File: config.mk
export PLATFORM = sky130hd
export DESIGN_NAME = key_click_decoder
export DESIGN_NICKNAME = d
export VERILOG_FILES = /design/src/rtl/key_click_decoder.sv
export SDC_FILE = /design/constraint.sdc
export NUM_CORES = 1
export LEC_CHECK = 0
export ABC_CLOCK_PERIOD_IN_PS = 3000
export CAP_MARGIN = 10
export CORE_MARGIN = 1.5
export CORE_UTILIZATION = 61
export DETAILED_ROUTE_END_ITERATION = 10
export HOLD_SLACK_MARGIN = 0.06
export PLACE_DENSITY = 0.83
export REMOVE_ABC_BUFFERS = 1
export SETUP_SLACK_MARGIN = 0.1
export SLEW_MARGIN = 25
export SYNTH_ARGS = -nofsm -noshare
export SYNTH_HDL_FRONTEND = slang
export SYNTH_SLANG_ARGS = --single-unit
File: constraint.sdc
create_clock -name clk -period 3 [get_ports clk]
set_input_delay 0.6 -clock clk [delete_from_list [all_inputs] [get_ports clk]]
set_output_delay 0.6 -clock clk [all_outputs]
set_load 0.02 [all_outputs]
File: src/rtl/key_click_decoder.sv
// Classifies key gestures as single click, double click or long press; one registered pulse per gesture.
// Pulse appears the cycle after its deciding condition; no backpressure, inputs are sampled every cycle.
module key_click_decoder #(
  parameter logic [19:0] REL_MAX  = 20'd999_999,
  parameter logic [25:0] GAP_MAX  = 26'd14_999_999,
  parameter logic [25:0] LONG_MAX = 26'd49_999_999
) (
  input  logic clk,
  input  logic rst,
  input  logic key_in,
  input  logic press_flag,
  output logic single_click,
  output logic double_click,
  output logic long_press,
  output logic busy
);

  typedef enum logic [2:0] {IDLE, PRESS1, HELD, WAIT_GAP, PRESS2} state_t;

  state_t      state, state_nxt;
  logic        key_meta, key_s;
  logic [19:0] rel_cnt;
  logic        rel_evt;
  logic [25:0] tmr;
  logic        single_nxt, double_nxt, long_nxt;

  // Synchronizer resets to the released level so no false press follows reset.
  always_ff @(posedge clk or posedge rst) begin
    if (rst) begin
      key_meta <= 1'b1;
      key_s    <= 1'b1;
    end else begin
      key_meta <= key_in;
      key_s    <= key_meta;
    end
  end

  always_ff @(posedge clk or posedge rst) begin
    if (rst)
      rel_cnt <= '0;
    else if (!key_s)
      rel_cnt <= '0;
    else if (rel_cnt != REL_MAX)
      rel_cnt <= rel_cnt + 20'd1;
  end

  // Fires once per release: the count passes REL_MAX-1 only once before saturating.
  assign rel_evt = key_s && (rel_cnt == REL_MAX - 20'd1);

  always_ff @(posedge clk or posedge rst) begin
    if (rst)
      tmr <= '0;
    else if (state_nxt != state)
      tmr <= '0;
    else if (!(&tmr))
      tmr <= tmr + 26'd1;
  end

  always_ff @(posedge clk or posedge rst) begin
    if (rst) begin
      state        <= IDLE;
      single_click <= 1'b0;
      double_click <= 1'b0;
      long_press   <= 1'b0;
    end else begin
      state        <= state_nxt;
      single_click <= single_nxt;
      double_click <= double_nxt;
      long_press   <= long_nxt;
    end
  end

  // Priority: long expiry beats release in PRESS1, second press beats gap expiry in WAIT_GAP.
  always_comb begin
    state_nxt = state;
    case (state)
      IDLE:     if (press_flag) state_nxt = PRESS1;
      PRESS1:   if (tmr == LONG_MAX - 26'd1) state_nxt = HELD;
                else if (rel_evt) state_nxt = WAIT_GAP;
      HELD:     if (rel_evt) state_nxt = IDLE;
      WAIT_GAP: if (press_flag) state_nxt = PRESS2;
                else if (tmr == GAP_MAX - 26'd1) state_nxt = IDLE;
      PRESS2:   if (rel_evt) state_nxt = IDLE;
      default:  state_nxt = IDLE;
    endcase
  end

  always_comb begin
    single_nxt = 1'b0;
    double_nxt = 1'b0;
    long_nxt   = 1'b0;
    case (state)
      PRESS1:   long_nxt   = (tmr == LONG_MAX - 26'd1);
      WAIT_GAP: single_nxt = !press_flag && (tmr == GAP_MAX - 26'd1);
      PRESS2:   double_nxt = rel_evt;
      default:  ;
    endcase
  end

  assign busy = (state != IDLE);

endmodule
==> reports/qor.csv <==
metric;value;unit
max-vdd-ir-drop;0.194;mV
start_util;62.8;%
place_ws;0.632;ns
postRouteAntennaNets;0;
totalWireLength;6910;µm
worst_pin_slew;0.684;ns
grt_pass1_vias;2422;
synthArstFlopShare;100;%
worstPathArrival;2.61;ns
crit_path_start_kind;flip-flop;
cts_buffer_depth;2;
cts_hold_buf;0;
dpl-instance-area;0.00333;mm²
drive_above_1_share;8.12;%
overflow;0;
grt_max_degree;55;
wl_per_cell;16.6;µm
status;completed;
antenna_found_initial;0;
cts_root_buf;clkbuf_8;
drt_iter0_markers;286;
ys_seq_area_share;42.5;%
worstPathMaxFanout;26;
dpl.hpwl;4630;µm
fmax;0.413;GHz
htreeDepth;2;
cp-end-kind;flip-flop;
timing.final.hold_violations;0;
tns;0;ns
clock_skew;0.00632;ns
drv_slew;0;
syn-cell-area;0.00319;mm²
cts_made_buffers;5;
fin_crit;2.42;ns
area_growth;7.18;%
synth_top_area_cell;dfrtp_1;
rsz0062_at_grt;no;
synth_flop_cell;dfrtp_1;
power.density;347;mW/mm²
grt_usage;26.9;%
postCtsSetupBuffers;0;
cts_resized;0;
maxSlewHeadroom;54.4;%
crit_required;3.18;ns
multi_input_area;0.00171;mm²
register_area;0.00135;mm²
nFillCells;414;
clkLatencyLatePin;0.32;ns
cts.clk_slew.worst_paths;0.10;ns
io_pins;8;
hold_class;flip-flop to flip-flop;
drc_errors;0;
synth_area_leaders;dfrtp_1, xnor2_1, nand3_1;
placementRows;26;
die_area;0.00567;mm²
port_buffers;7;
core;0.00507;mm²
avgSynthCellArea;9.43;µm²
vias;2730;
fin_area;0.00342;mm²
fin_nets;352;
gp_congestion;0.909;
grt_pass1_wl;11600;µm
antennaDiodeCount;0;
fin_ws;0.576;ns
die_h;75.3;µm
netlist_instances;338;
drt_pass1_iterations;5;
fin_crit_sh;80.8;%
synth_seq_cells;54;
path_class;flip-flop to flip-flop;
synth_warnings;0;
max_cap_viol_count;0;
cts_tree;built;
ys_types;48;
p_leak;1.50;nW
setup_viol;0;
yosysTopAreaCellShare;40.8;%
synth-edff-count;0;
viasPerCell;6.58;
clock-sinks;54;
chipWidth;75.3;µm
[cell usage after synthesis, types with 6 or more instances]
library cell and instances:
nor4_1 9, clkbuf_1 11, or4_1 6, xor2_1 10, and2_1 16, a21boi_0 7, nor2_1 8, o21ai_0 14
a31oi_1 16, and3_1 8, nor3_1 8, and4_1 7, or3_1 13, nand2_1 27, a32oi_1 11, inv_1 11
a21oi_1 6, xnor2_1 15, nand4_1 15, nand3_1 21, dfrtp_1 52
[path summary, 6_finish.rpt]
check,start,to,slack [ns],depth (start not counted)
worst min register to register,key_meta$_DFF_PP1_,key_s$_DFF_PP1_,0.36,0
max in group asynchronous,rst,rel_cnt[18]$_DFFE_PP0P_,1.77,3
worst min-delay path,key_meta$_DFF_PP1_,key_s$_DFF_PP1_,0.36,0
worst max register to register,rel_cnt[9]$_DFFE_PP0P_,tmr[10]$_DFFE_PP0P_,0.58,6
worst max-delay path,rel_cnt[9]$_DFFE_PP0P_,tmr[10]$_DFFE_PP0P_,0.58,6
min in group asynchronous,rst,rel_cnt[11]$_DFFE_PP0P_,0.75,3
[power by group]
part	leakage, nW	internal (mW)	switching (mW)
clock	0.0441	0.164	0.248
combinational	0.853	0.0111	0.0232
sequential	0.604	0.733	0.00466
[logic make-up after synthesis]
logic type	share of synthesized area, %
XOR/XNOR	6.87
adder cells (fa/ha/maj)	1.57
AND/OR/NAND/NOR	28.7
multiplexers	0.942
buffers and inverters	3.77
AO/OA/AOI/OAI	15.7
flip-flops	42.5
[final cells by class]
cell class,instances,area share [%]
flip-flops and latches,54,39.6
clock buffers,5,2.01
repair buffers,15,3.81
well taps,70,2.56
inverters,11,1.21
clock inverters,3,0.622
multi-input cells,257,50.2
[cell usage in the layout, fill, tap and decap left out, types with 6 or more instances in the layout]
| cell | instances |
|---|---|
| dfrtp_1 | 52 |
| nand2_1 | 27 |
| nand3_1 | 21 |
| and2_1 | 16 |
| a31oi_1 | 16 |
| nand4_1 | 15 |
| xnor2_1 | 15 |
| o21ai_0 | 14 |
| or3_1 | 13 |
| a32oi_1 | 11 |
| xor2_1 | 10 |
| inv_1 | 10 |
| nor4_1 | 9 |
| and3_1 | 8 |
| nor3_1 | 8 |
| nor2_1 | 8 |
| buf_4 | 8 |
| and4_1 | 7 |
| a21boi_0 | 7 |
| clkdlybuf4s50_1 | 7 |
| or4_1 | 6 |
| a21oi_1 | 6 |
[registers in the layout, indices dropped and copies added (netlist names)]
register and flops:
double_click 1, key_meta 1, key_s 1, long_press 1, rel_cnt 20, single_click 1
state 3, tmr 26
[metrics by stage]
| step | util, % | total power [mW] | instances | hold slack, ns |
|---|---|---|---|---|
| 2_1_floorplan | - | 0.772 | 322 | 0.345 |
| 5_1_grt | 67.3 | 1.23 | 415 | 0.364 |
| 3_5_place_dp | 65.6 | 0.788 | 407 | 0.347 |
| 3_3_place_gp | 65.6 | 0.786 | 407 | 0.346 |
| 6_report | 67.3 | 1.18 | 415 | 0.361 |
| 4_1_cts | 67.3 | 1.20 | 415 | 0.362 |
[routing by layer]
layer	track usage (%)	vias to the layer above	routed length, µm
met2	38.1	80	3150
met5	0	-	0
li1	-	1296	-
met3	5.82	9	309
met4	8.93	0	86
met1	40.8	1345	3360
[critical path, cell delays in order (launching register included)]
cell and delay, ns:
dfrtp_1 0.51, or4b_4 0.53, nor3_4 0.30, a311oi_2 0.20, o31ai_4 0.26, buf_4 0.31
a32oi_1 0.15
Power figures use the tool's default switching activity.
